===== src/rtl/fetch_ctrl_pkg.sv =====
// Shared definitions for the fetch-PC sequencer: FSM states, redirect-source codes, bundle stride.
package fetch_ctrl_pkg;

    typedef enum logic {
        ST_RUN    = 1'b0,
        ST_REFILL = 1'b1
    } fetch_state_e;

    typedef enum logic [1:0] {
        SRC_NONE   = 2'd0,
        SRC_ID     = 2'd1,
        SRC_EX     = 2'd2,
        SRC_COMMIT = 2'd3
    } redirect_src_e;

    localparam int unsigned FETCH_BANDWIDTH_DEF = 4;
    localparam int unsigned INST_BYTES_DEF      = 8;

    function automatic int unsigned bundle_stride(input int unsigned bw, input int unsigned ib);
        return bw * ib;
    endfunction

    localparam int unsigned STRIDE_DEF = bundle_stride(FETCH_BANDWIDTH_DEF, INST_BYTES_DEF);

endpackage


===== src/rtl/fetch_redirect_ctrl_sat_counter.sv =====
// Increment-and-saturate event counter; sticks at all-ones.
module sat_counter #(
    parameter int unsigned CNT_W = 16
) (
    input  logic             clk,
    input  logic             reset,
    input  logic             inc_i,
    output logic [CNT_W-1:0] cnt_o
);

    logic [CNT_W-1:0] cnt_q;

    always_ff @(posedge clk) begin
        if (reset) begin
            cnt_q <= '0;
        end else if (inc_i && !(&cnt_q)) begin
            cnt_q <= cnt_q + 1'b1;
        end
    end

    assign cnt_o = cnt_q;

endmodule


===== src/rtl/fetch_redirect_ctrl.sv =====
// Fetch-PC sequencer: owns the fetch PC, arbitrates redirects, squashes FS1/FS2 and
// inserts refill bubbles after every applied redirect.
//
// state     | meaning
// ST_RUN    | fetching, pc_o is live
// ST_REFILL | bubble countdown after a redirect, no fetch issued
module fetch_redirect_ctrl
    import fetch_ctrl_pkg::*;
#(
    parameter int unsigned         SIZE_PC         = 32,
    parameter int unsigned         FETCH_BANDWIDTH = FETCH_BANDWIDTH_DEF,
    parameter int unsigned         INST_BYTES      = INST_BYTES_DEF,
    parameter logic [SIZE_PC-1:0]  RESET_PC        = '0,
    parameter int unsigned         REFILL_BUBBLES  = 1,
    parameter int unsigned         CNT_W           = 16
) (
    input  logic               clk,
    input  logic               reset,
    input  logic               stall_i,
    input  logic               ctiQueueFull_i,
    input  logic               recoverFlag_i,
    input  logic [SIZE_PC-1:0] recoverPC_i,
    input  logic               flagRecoverEX_i,
    input  logic [SIZE_PC-1:0] targetAddrEX_i,
    input  logic               flagRecoverID_i,
    input  logic [SIZE_PC-1:0] targetAddrID_i,
    input  logic               btbTaken_i,
    input  logic [SIZE_PC-1:0] btbTarget_i,
    output logic [SIZE_PC-1:0] pc_o,
    output logic               fetchValid_o,
    output logic               flushFS1_o,
    output logic               flushFS2_o,
    output logic [1:0]         redirectSrc_o,
    output logic [CNT_W-1:0]   cntCommit_o,
    output logic [CNT_W-1:0]   cntEX_o,
    output logic [CNT_W-1:0]   cntID_o
);

    localparam logic [SIZE_PC-1:0] STRIDE  = SIZE_PC'(bundle_stride(FETCH_BANDWIDTH, INST_BYTES));
    localparam logic [2:0]         BUBBLES = 3'(REFILL_BUBBLES);

    fetch_state_e        state_q, state_d;
    logic [2:0]          bubble_q, bubble_d;
    logic [SIZE_PC-1:0]  pc_q, pc_d;
    redirect_src_e       src_q, src_d;
    logic                fetch_valid_q;
    logic                flush1_q, flush2_q;
    logic                prev_hard_q;

    logic hard_redirect, id_accept, any_redirect, advance, ex_apply;

    always_comb begin
        hard_redirect = recoverFlag_i | flagRecoverEX_i;
        // FS2 holds wrong-path contents right after a commit/EX redirect
        id_accept     = flagRecoverID_i & ~hard_redirect & ~prev_hard_q;
        any_redirect  = hard_redirect | id_accept;
        ex_apply      = flagRecoverEX_i & ~recoverFlag_i;
        advance       = fetch_valid_q & ~stall_i & ~ctiQueueFull_i;

        pc_d  = pc_q;
        src_d = src_q;
        if (recoverFlag_i) begin
            pc_d  = recoverPC_i;
            src_d = SRC_COMMIT;
        end else if (flagRecoverEX_i) begin
            pc_d  = targetAddrEX_i;
            src_d = SRC_EX;
        end else if (id_accept) begin
            pc_d  = targetAddrID_i;
            src_d = SRC_ID;
        end else if (advance && btbTaken_i) begin
            pc_d = btbTarget_i;
        end else if (advance) begin
            pc_d = pc_q + STRIDE;
        end

        state_d  = state_q;
        bubble_d = bubble_q;
        if (any_redirect) begin
            if (BUBBLES == 3'd0) begin
                state_d  = ST_RUN;
                bubble_d = 3'd0;
            end else begin
                state_d  = ST_REFILL;
                bubble_d = BUBBLES;
            end
        end else if (state_q == ST_REFILL) begin
            if (bubble_q <= 3'd1) begin
                state_d  = ST_RUN;
                bubble_d = 3'd0;
            end else begin
                bubble_d = bubble_q - 3'd1;
            end
        end
    end

    always_ff @(posedge clk) begin
        if (reset) begin
            state_q       <= ST_RUN;
            bubble_q      <= 3'd0;
            pc_q          <= RESET_PC;
            src_q         <= SRC_NONE;
            fetch_valid_q <= 1'b0;
            flush1_q      <= 1'b0;
            flush2_q      <= 1'b0;
            prev_hard_q   <= 1'b0;
        end else begin
            state_q       <= state_d;
            bubble_q      <= bubble_d;
            pc_q          <= pc_d;
            src_q         <= src_d;
            fetch_valid_q <= (state_d == ST_RUN);
            flush1_q      <= any_redirect;
            flush2_q      <= hard_redirect;
            prev_hard_q   <= hard_redirect;
        end
    end

    sat_counter #(.CNT_W(CNT_W)) u_cnt_commit (
        .clk   (clk),
        .reset (reset),
        .inc_i (recoverFlag_i),
        .cnt_o (cntCommit_o)
    );

    sat_counter #(.CNT_W(CNT_W)) u_cnt_ex (
        .clk   (clk),
        .reset (reset),
        .inc_i (ex_apply),
        .cnt_o (cntEX_o)
    );

    sat_counter #(.CNT_W(CNT_W)) u_cnt_id (
        .clk   (clk),
        .reset (reset),
        .inc_i (id_accept),
        .cnt_o (cntID_o)
    );

    assign pc_o          = pc_q;
    assign fetchValid_o  = fetch_valid_q;
    assign flushFS1_o    = flush1_q;
    assign flushFS2_o    = flush2_q;
    assign redirectSrc_o = src_q;

endmodule


===== config.mk =====
export PLATFORM = sky130hd
export DESIGN_NAME = fetch_redirect_ctrl
export DESIGN_NICKNAME = d
export VERILOG_FILES = /design/src/rtl/fetch_ctrl_pkg.sv /design/src/rtl/fetch_redirect_ctrl_sat_counter.sv /design/src/rtl/fetch_redirect_ctrl.sv
export SDC_FILE = /design/constraint.sdc
export NUM_CORES = 1
export LEC_CHECK = 0
export BUFFER_PORTS_ARGS = -buffer_cell sky130_fd_sc_hd__buf_2
export CAP_MARGIN = 30
export CORE_UTILIZATION = 44
export DETAILED_ROUTE_END_ITERATION = 10
export PLACE_DENSITY = 0.77
export SLEW_MARGIN = 40
export SYNTH_ARGS = -nofsm -noshare
export SYNTH_HDL_FRONTEND = slang
export SYNTH_SLANG_ARGS = --single-unit

===== constraint.sdc =====
create_clock -name clk -period 2.1 [get_ports clk]
set_input_delay 0.315 -clock clk [delete_from_list [all_inputs] [get_ports clk]]
set_output_delay 0.315 -clock clk [all_outputs]
set_load 0.05 [all_outputs]

==> results of run 1 <==
layout make-up:
cell class / instances / area, µm²
Antenna cell: 1 / 2.502
Inverter: 22 / 82.58
Tap cell: 147 / 183.9
Clock buffer: 9 / 225.2
Clock inverter: 7 / 83.83
Sequential cell: 89 / 1832
Fill cell: 1103 / 4578
Timing Repair Buffer: 277 / 1570
Multi-Input combinational cell: 561 / 3453
kinds of logic (layout without fill, tap and decap cells):
| kind of cell | after synthesis | count (layout) | synth area share [%] |
|---|---|---|---|
| muxes | 5 | 5 | 0.9202 |
| and+or+nand+nor | 297 | 297 | 27.90 |
| adders and majority gates | 6 | 6 | 1.380 |
| buffers and inverters | 68 | 315 | 4.739 |
| AOI/OAI and AO/OA | 209 | 209 | 25.21 |
| DFF | 89 | 89 | 32.76 |
| xor gates and xnor gates | 44 | 44 | 7.085 |
| other | 0 | 1 | 0 |
registers in the layout, summed over array words and instances (netlist names), 2 cells and up:
register and cells:
bubble_q 3, u_cnt_ex.cnt_o 16, pc_o 32, redirectSrc_o 2, u_cnt_commit.cnt_o 16, u_cnt_id.cnt_o 16
placed cells by master, fill, tap and decap left out, drive strengths merged, types with 5 or more instances in the layout:
master   synthesis  routed
inv             22      26
a221oi          10      10
nand4           12      12
o21ai           45      45
xor2             5       5
clkbuf          38       9
nand2           50      50
nor3            32      32
a22oi            9       9
or3              6       6
nand3b           8       8
o221a            5       5
nor2b           10      10
nor2            94      94
o211ai           5       5
a211oi          20      20
and3             9       9
nand3           24      24
dfxtp           89      89
buf              8     277
mux2i            5       5
xnor2           39      39
a2111oi          7       7
ha               6       6
a21oi           65      65
a31oi            7       7
nor3b            7       7
and4             6       6
o31a             7       7
nor4            20      20
worst reg2reg max path: cells and delay by family (launching register included):
| family | cells | cell delay (ns) |
|---|---|---|
| fa+ha+maj | 1 | 0.13 |
| compound gates | 2 | 0.52 |
| simple gates | 3 | 1.03 |
| flops | 1 | 0.36 |
metal layers:
| metal | routed length (µm) | GRT usage (%) | share of wire, % |
|---|---|---|---|
| met1 | 8052 | 35.76 | 43 |
| met4 | 431 | 10.88 | 2.3 |
| met2 | 8638 | 48.92 | 47 |
| met5 | 16 | 0 | 0.086 |
| met3 | 1400 | 5.410 | 7.6 |
timing repair:
action | 4_1_cts | 5_1_grt
hold buffers | 0 | 0
cloned | 0 | 0
hold endpoints to repair | 0 | 0
setup buffers | 0 | 0
resized for setup | 0 | 10
pin swaps | 1 | 10
endpoints found under the setup margin | 1 | 6
through the flow:
step           util (%)  worst slack (ns)  TNS [ns]  cells
3_3_place_gp      58.85           0.06771         0   1096
6_report          61.89          -0.02386  -0.02386   1113
3_5_place_dp      58.85          -0.02005  -0.02005   1096
2_1_floorplan         -           -0.1122   -0.1297    718
4_1_cts           61.43          -0.03050  -0.03050   1112
5_1_grt           61.89          -0.08428   -0.1028   1113
power by group through the flow:
stage / Combinational [mW] / Sequential (mW) / Clock [mW]
finish: 0.961 / 1.83 / 1.69
global route: 1.03 / 1.84 / 1.80
CTS: 0.952 / 1.82 / 1.71
detailed placement: 0.947 / 1.86 / 0
global placement: 0.941 / 1.86 / 0
floorplan: 0.335 / 2.09 / 0
worst paths after layout:
kind	from	end	slack (ns)	cells past startpoint
max	pc_o[5]	pc_o[29]	-0.02	6
min	targetAddrID_i[21]	pc_o[21]	0.26	3
max reg2reg	pc_o[5]	pc_o[29]	-0.02	6
min reg2reg	pc_o[0]	pc_o[0]	0.50	2
==> flow_summary.toml, run 1 <==
[sta]
hold_viol = 0
worst_pin_slew_ns = 0.6730
rsz0062_at_grt = "true"
fin_crit_sh_pct = 101.1
hold_slack_ns = 0.2558
slew_viol_final = 0
fmax_mhz = 470.8
setup_violations = 1
max_slew_margin_pct = 55.08
fin_skew_ns = 0.007898
period_needed_ns = 2.124
setup_ws_ns = -0.02386

[pwr]
p_sw_mw = 1.423
p_int_mw = 3.059
finalPower_mw = 4.482
combPwrFrac_pct = 21.4
p_sw_share_pct = 31.76
clkPwrFrac_pct = 37.8
power_frac_seq_pct = 40.8
leakage_nw = 3.137
irDropWorstVdd_uv = 352.6
power_density_nw_per_um2 = 602.9

[global_route]
grt_pass1_vias = 6005
grt-ovfl-total = 0
antenna_found_initial = 2
grtUsageTotal_pct = 28.65
grt_max_degree = 73
grt_pass1_wl_mm = 29.50

[final_layout]
final_layout_size_suffix_gt1_share_pct = 35.13
area_delta_synth_final_pct = 36.67
final_nets = 1102
design_area_um2 = 7433

[worst_setup_path]
path_cells = "ha_4, nand2_2, or4_4, or4_4, a211o_1, a221oi_2"
crit_slowest_cell = "or4_4"
cp.required_ns = 2.34
worstPathArrival_ns = 2.37
critPathKind = "flip-flop to flip-flop"
cp_common_cell = "or4_4"
worst-path-buf-inv = 0
cp_max_fo = 4
startpoint_type = "flip-flop"
max_stage_delay_ns = 0.56
end_kind = "flip-flop"
path_delay_family = "simple AND/OR/NAND/NOR gates"

[floorplanning]
die_h_um = 113.2
ios = 221
die_area_um2 = 12810
row_count = 40
fp.dieW_um = 113.2
core-area_um2 = 12010
initial_utilization_pct = 45.28

[drt]
num_vias = 6486
first_pass_iters = 5
ant_nets = 0
vias_per_cell = 5.827
drc = 0
routedWlPerCell_um = 16.66
wirelength_mm = 18.54
drt-initial-drc-count = 441

[cts]
htree_levels = 3
path_clk_slew_ns = 0.07
clk_latency_ns = 0.34
cts_buffers = 9
root_buffer = "clkbuf_16"
cts_tree = "built"
clock-sinks = 89
clockBufferDepth = 2

[yosys]
yosysTopAreaCell = "dfxtp_1"
synth_edf_count = 0
synthFlopType = "dfxtp_1"
syn_nets = 860
ys_warn_count = 0
ys_ff_latch = 89
synthArstFlopShare_pct = 0
syn_inst = 718
ys_top_cells_by_count = "nor2_1, dfxtp_1, a21oi_1"
synth_area_per_cell_um2 = 7.575
ys_seq_area_share_pct = 32.76
synth_area_um2 = 5439
synthDistinctLibCells = 63
synthTopCellsByArea = "dfxtp_1, nor2_1, xnor2_1, a21oi_1, o21ai_0"
synth_top_area_share_pct = 32.76
synth_most_common_cell = "nor2_1"

[placed_design]
io_buffers = 220
placed_cell_area_um2 = 7069
hpwl_mm = 13.94
place.gp.congestion = 0.8936

[run_status]
status = "complete, but fails checks"
violations = "setup timing"

[worst_hold_path]
hold_path.class = "input port to flip-flop"

[flow_run]
drv_cap = 0
Power figures use the tool's default switching activity.
==> inputs of run 2 (changes only) <==
--- a/config.mk
+++ b/config.mk
@@ -7,9 +7,12 @@
 export LEC_CHECK = 0
 export BUFFER_PORTS_ARGS = -buffer_cell sky130_fd_sc_hd__buf_2
 export CAP_MARGIN = 30
-export CORE_UTILIZATION = 44
+export CELL_PAD_IN_SITES_DETAIL_PLACEMENT = 1
+export CELL_PAD_IN_SITES_GLOBAL_PLACEMENT = 1
+export CORE_UTILIZATION = 31
 export DETAILED_ROUTE_END_ITERATION = 10
-export PLACE_DENSITY = 0.77
+export PLACE_DENSITY_LB_ADDON = 0.3
+export RECOVER_POWER = 100
 export SLEW_MARGIN = 40
 export SYNTH_ARGS = -nofsm -noshare
 export SYNTH_HDL_FRONTEND = slang
==> run 2 against run 1 <==
Effect of this change:
- the run still ends with setup timing left
- fmax fell by 1.8%
- register-to-register slack got worse by 0.04 ns
- utilization fell by 18 points
- routed wire length rose by 18%
- clock power fell by 5%
- combinational power rose by 2.8%
- power fell by 1.6%
- count of clock-buffer cells in the layout did not move
- global-route usage fell by 4.7 points
- sequential power barely moved
- critical path depth fell by 1
- hold slack got worse by 0.0019 ns
- critical path type unchanged
- largest cell class unchanged
==> flow_summary.toml, run 2 (synthesis results as in run 1) <==
[worst_setup_path]
startpoint_type = "flip-flop"
worstPathArrival_ns = 2.42
cp_common_cell = "or4_4"
path_cells = "nand4_1, or4_4, or4_4, a211o_1, a221oi_2"
cp_max_fo = 4
cp.required_ns = 2.36
worst-path-buf-inv = 0
max_stage_delay_ns = 0.63
critPathKind = "flip-flop to flip-flop"
crit_slowest_cell = "or4_4"
path_delay_family = "simple AND/OR/NAND/NOR gates"
end_kind = "flip-flop"

[cts]
clk_latency_ns = 0.35
root_buffer = "clkbuf_16"
holdBufCountCts = 0
cts_tree = "built"
htree_levels = 3
cts_buffers = 9
path_clk_slew_ns = 0.07
clockBufferDepth = 2
clock-sinks = 89

[run_status]
violations = "setup timing"
status = "complete, but fails checks"

[sta]
hold_slack_ns = 0.2539
slew_viol_final = 0
setup_violations = 2
fin_crit_sh_pct = 103.0
worst_pin_slew_ns = 0.7679
period_needed_ns = 2.162
fin_skew_ns = 0.007891
fmax_mhz = 462.4
rsz0062_at_grt = "true"
setup_ws_ns = -0.06248
hold_viol = 0
max_slew_margin_pct = 48.75

[global_route]
grt_max_degree = 73
grt_pass1_wl_mm = 33.64
grt_pass1_vias = 6405
grt-ovfl-total = 0
antenna_found_initial = 1
grtUsageTotal_pct = 23.92

[drt]
wirelength_mm = 21.83
vias_per_cell = 5.403
num_vias = 6489
drt-initial-drc-count = 251
ant_nets = 0
drc = 0
first_pass_iters = 4
routedWlPerCell_um = 18.18

[floorplanning]
ios = 221
core-area_um2 = 17240
die_area_um2 = 18080
initial_utilization_pct = 31.55
row_count = 48
fp.dieW_um = 134.5
die_h_um = 134.5

[placed_design]
io_buffers = 220
hpwl_mm = 16.86
placed_cell_area_um2 = 7269
place.gp.congestion = 0.8544
dp_slack_ns = -0.09626

[worst_hold_path]
hold_path.class = "input port to flip-flop"

[pwr]
finalPower_mw = 4.412
irDropWorstVdd_uv = 350.7
leakage_nw = 2.819
power_density_nw_per_um2 = 589.3

[final_layout]
design_area_um2 = 7487
final_layout_size_suffix_gt1_share_pct = 26.05
final_cell_mix = "buf_2, nor2_1, clkbuf_1"
fill_cells = 2265
multiInputGateArea_um2 = 3446
final-seq-area_um2 = 1831
layout_commonest_cell = "buf_2"
largest_reg_flops = 32
final_nets = 1112
area_delta_synth_final_pct = 37.66

[flow_run]
drv_cap = 0
[run 2: cell count changes in the layout (fill, tap and decap cells not counted), sizes merged]
cell	delta
buf	-84
bufinv	-1
clkbuf	+94
inv	+1
[run 2: routing by layer]
metal	share of wire, %	GRT usage (%)	up-vias
met3	6.2	4.429	37
met2	48	42.08	216
met1	43	28.59	3087
met5	0	0	-
met4	2.5	9.738	0
li1	-	-	3149
[run 2: area by class of cell]
type,instances,share of cell area (%)
Antenna cell,1,0.03342
Clock buffer,9,3.008
Clock inverter,7,0.7854
Inverter,22,1.103
Multi-Input combinational cell,561,46.02
Sequential cell,89,24.45
Tap cell,225,3.760
Timing Repair Buffer,287,20.84
[run 2: report_power, final]
group	internal, mW	switching (mW)
combinational	0.353	0.636
sequential	1.76	0.0665
clock	0.827	0.774
[run 2: timing repair]
| action | 4_1_cts | 5_1_grt |
|---|---|---|
| endpoints found under the setup margin | 5 | 8 |
| resized for setup | 6 | 7 |
| pin swaps | 3 | 8 |
| setup buffers | 1 | 2 |
[run 2: path summary, 6_finish.rpt]
| path | from | endpoint | slack (ns) | cells past startpoint |
|---|---|---|---|---|
| setup / recovery | pc_o[12] | pc_o[29] | -0.06 | 5 |
| hold / removal | targetAddrID_i[16] | pc_o[16] | 0.25 | 3 |
| setup reg to reg | pc_o[12] | pc_o[29] | -0.06 | 5 |
| hold reg to reg | pc_o[0] | pc_o[0] | 0.50 | 2 |
[run 2: per-stage QoR]
step / setup TNS, ns / cells / util, %
after global placement: 0 / 1181 / 42.17
after global routing: -0.3796 / 1200 / 43.42
after floorplan: -0.1297 / 718 / -
after detailed placement: -0.2683 / 1181 / 42.17
after CTS: -0.05003 / 1198 / 44.07
final: -0.06560 / 1201 / 43.44
[run 2: worst min-delay path: cells and delay by family]
| kind | cells | cell delay, ns |
|---|---|---|
| AOI/OAI and AO/OA | 2 | 0.17 |
| buffers and inverters | 1 | 0.07 |
==> inputs of run 3 (changes only) <==
--- a/config.mk
+++ b/config.mk
@@ -5,6 +5,7 @@
 export SDC_FILE = /design/constraint.sdc
 export NUM_CORES = 1
 export LEC_CHECK = 0
+export ABC_AREA = 1
 export BUFFER_PORTS_ARGS = -buffer_cell sky130_fd_sc_hd__buf_2
 export CAP_MARGIN = 30
 export CELL_PAD_IN_SITES_DETAIL_PLACEMENT = 1
==> run 3 against run 2 <==
Effect of this change:
- the run now ends clean
- power is 1.2% higher
- largest cell class unchanged
- synthesized area is 8.2% higher
- via count is 9.4% higher
- critical path type unchanged
- clock power is 4% higher
- highest routed layer is now met5
==> flow_summary.toml, run 3 <==
[run_status]
status = "finished, final reports clean"

[sta]
worst_pin_slew_ns = 0.8051
max_slew_margin_pct = 46.32
fin_skew_ns = 0.01178
period_needed_ns = 1.935
slew_viol_final = 0
setup_violations = 0
fmax_mhz = 516.9
fin_crit_sh_pct = 92.12
rsz0062_at_grt = "false"
hold_viol = 0
hold_slack_ns = 0.1640

[final_layout]
fill_cells = 2521
design_area_um2 = 7577
post-route-util_pct = 40.64
layout_commonest_cell = "nand2_1"
area_delta_synth_final_pct = 28.77
final_layout_size_suffix_gt1_share_pct = 18.94
final_cell_mix = "nand2_1, buf_2, clkbuf_1"
largest_reg_flops = 32
final_nets = 1283

[worst_setup_path]
startpoint_type = "flip-flop"
cp_max_fo = 6
path_delay_family = "simple AND/OR/NAND/NOR gates"
worst-path-buf-inv = 1
cp.required_ns = 2.38
crit_slowest_cell = "dfxtp_1"
cp_common_cell = "nand2_1"
worstPathArrival_ns = 2.22
path_cells = "ha_1, inv_1, nor2_2, nand2_2, nor2_1, xor2_1, nand2_1, nand3_1, nand2_1, a21oi_1"
critPathKind = "flip-flop to flip-flop"
max_stage_delay_ns = 0.44
end_kind = "flip-flop"

[placed_design]
io_buffers = 220
placed_cell_area_um2 = 7395
place.gp.congestion = 0.9064
hpwl_mm = 18.65

[floorplanning]
die_area_um2 = 19540
fp.dieW_um = 139.8
initial_utilization_pct = 31.56
ios = 221
core-area_um2 = 18640
die_h_um = 139.8
row_count = 50

[drt]
wirelength_mm = 24.04
routedWlPerCell_um = 17.36
vias_per_cell = 5.123
drc = 0
ant_nets = 0
first_pass_iters = 4
num_vias = 7096
drt-initial-drc-count = 310

[global_route]
grt_max_degree = 52
grt_pass1_vias = 7123
grt_pass1_wl_mm = 38.36
antenna_found_initial = 7
grtUsageTotal_pct = 25.04
grt-ovfl-total = 0

[yosys]
synthDistinctLibCells = 42
syn_inst = 907
syn_nets = 1049
synth_edf_count = 0
ys_warn_count = 0
ys_seq_area_share_pct = 30.28
synthArstFlopShare_pct = 0
yosysTopAreaCell = "dfxtp_1"
synthFlopType = "dfxtp_1"
synth_most_common_cell = "nand2_1"
synth_area_um2 = 5884
synth_top_area_share_pct = 30.28
ys_ff_latch = 89
synth_area_per_cell_um2 = 6.488
synthTopCellsByArea = "dfxtp_1, nand2_1, a21oi_1, inv_1, nand3_1"
ys_top_cells_by_count = "nand2_1, dfxtp_1, inv_1"

[pwr]
irDropWorstVdd_uv = 413.7
power_density_nw_per_um2 = 589.1
leakage_nw = 3.109

[cts]
path_clk_slew_ns = 0.07
cts_buffers = 9
clk_latency_ns = 0.36
cts_tree = "built"
post_cts_buffers = 0
root_buffer = "clkbuf_16"
htree_levels = 3
clock-sinks = 89
clockBufferDepth = 2

[worst_hold_path]
hold_path.class = "input port to flip-flop"

[flow_run]
drv_cap = 0
## run 3: changes by cell type after synthesis, sizes merged, moves of 15 or more
| cell | previous run | this run |
|---|---|---|
| nor4 | 20 | 3 |
| inv | 22 | 90 |
| clkbuf | 38 | 17 |
| xor2 | 5 | 22 |
| xnor2 | 39 | 11 |
| nand2 | 50 | 259 |
| nor2 | 94 | 79 |
| nand3 | 24 | 60 |
| o21ai | 45 | 72 |
## run 3: routing by layer
metal / part of all wire (%) / global-route usage [%] / routed length (µm)
met3: 4.8 / 4.267 / 1157
met5: 0.11 / 0 / 27
met4: 1.5 / 7.461 / 365
met1: 46 / 32.74 / 11140
met2: 47 / 41.95 / 11350
## run 3: through the flow
| step | instances | TNS [ns] | total power [mW] | setup slack (ns) |
|---|---|---|---|---|
| after global placement | 1363 | -1.321 | 2.838 | -0.09410 |
| after floorplan | 907 | 0 | 2.463 | 0.1567 |
| after detailed placement | 1363 | -2.892 | 2.853 | -0.1761 |
| after global routing | 1382 | 0 | 4.645 | 0.01390 |
| final | 1385 | 0 | 4.464 | 0.1655 |
| after CTS | 1379 | 0 | 4.502 | 0.01984 |
## run 3: path summary, 6_finish.rpt
path / start / to / slack, ns / depth (start not counted)
setup / recovery: pc_o[6] / pc_o[21] / 0.17 / 10
hold / removal: reset / u_cnt_ex.cnt_o[3] / 0.16 / 2
setup reg to reg: pc_o[6] / pc_o[21] / 0.17 / 10
hold reg to reg: redirectSrc_o[1] / redirectSrc_o[1] / 0.47 / 2
## run 3: worst register-to-register path, stage by stage, from the launching register on
cell     delay [ns]
dfxtp_1        0.44
ha_1           0.25
inv_1          0.10
nor2_2         0.27
nand2_2        0.14
nor2_1         0.20
xor2_1         0.16
nand2_1        0.06
nand3_1        0.07
nand2_1        0.05
a21oi_1        0.12
## run 3: what timing repair did
item	in CTS	in global routing
gates resized for setup	0	1
endpoints found under the setup margin	0	4
hold buffers	0	0
## run 3: cells by family after synthesis
family | synth area share, %
simple gates | 34.19
compound gates | 19.92
buf+inv | 9.419
flops | 30.28
xor+xnor | 4.912
fa+ha+maj | 1.276
## run 3: area by class of cell
type	instances	area, µm²	area share [%]
sequential	89	1782	23.51
clock buffer	11	232.7	3.071
antenna	5	12.51	0.1651
multi-input combinational	689	3527	46.55
tap	234	292.8	3.864
timing repair buffer	262	1336	17.64
clock inverter	5	56.30	0.7431
inverter	90	337.8	4.458
## run 3: report_power, final
part / total (mW) / switching (mW) / internal, mW
Sequential: 1.85 / 0.0923 / 1.76
Combinational: 0.948 / 0.642 / 0.305
Clock: 1.66 / 0.740 / 0.923
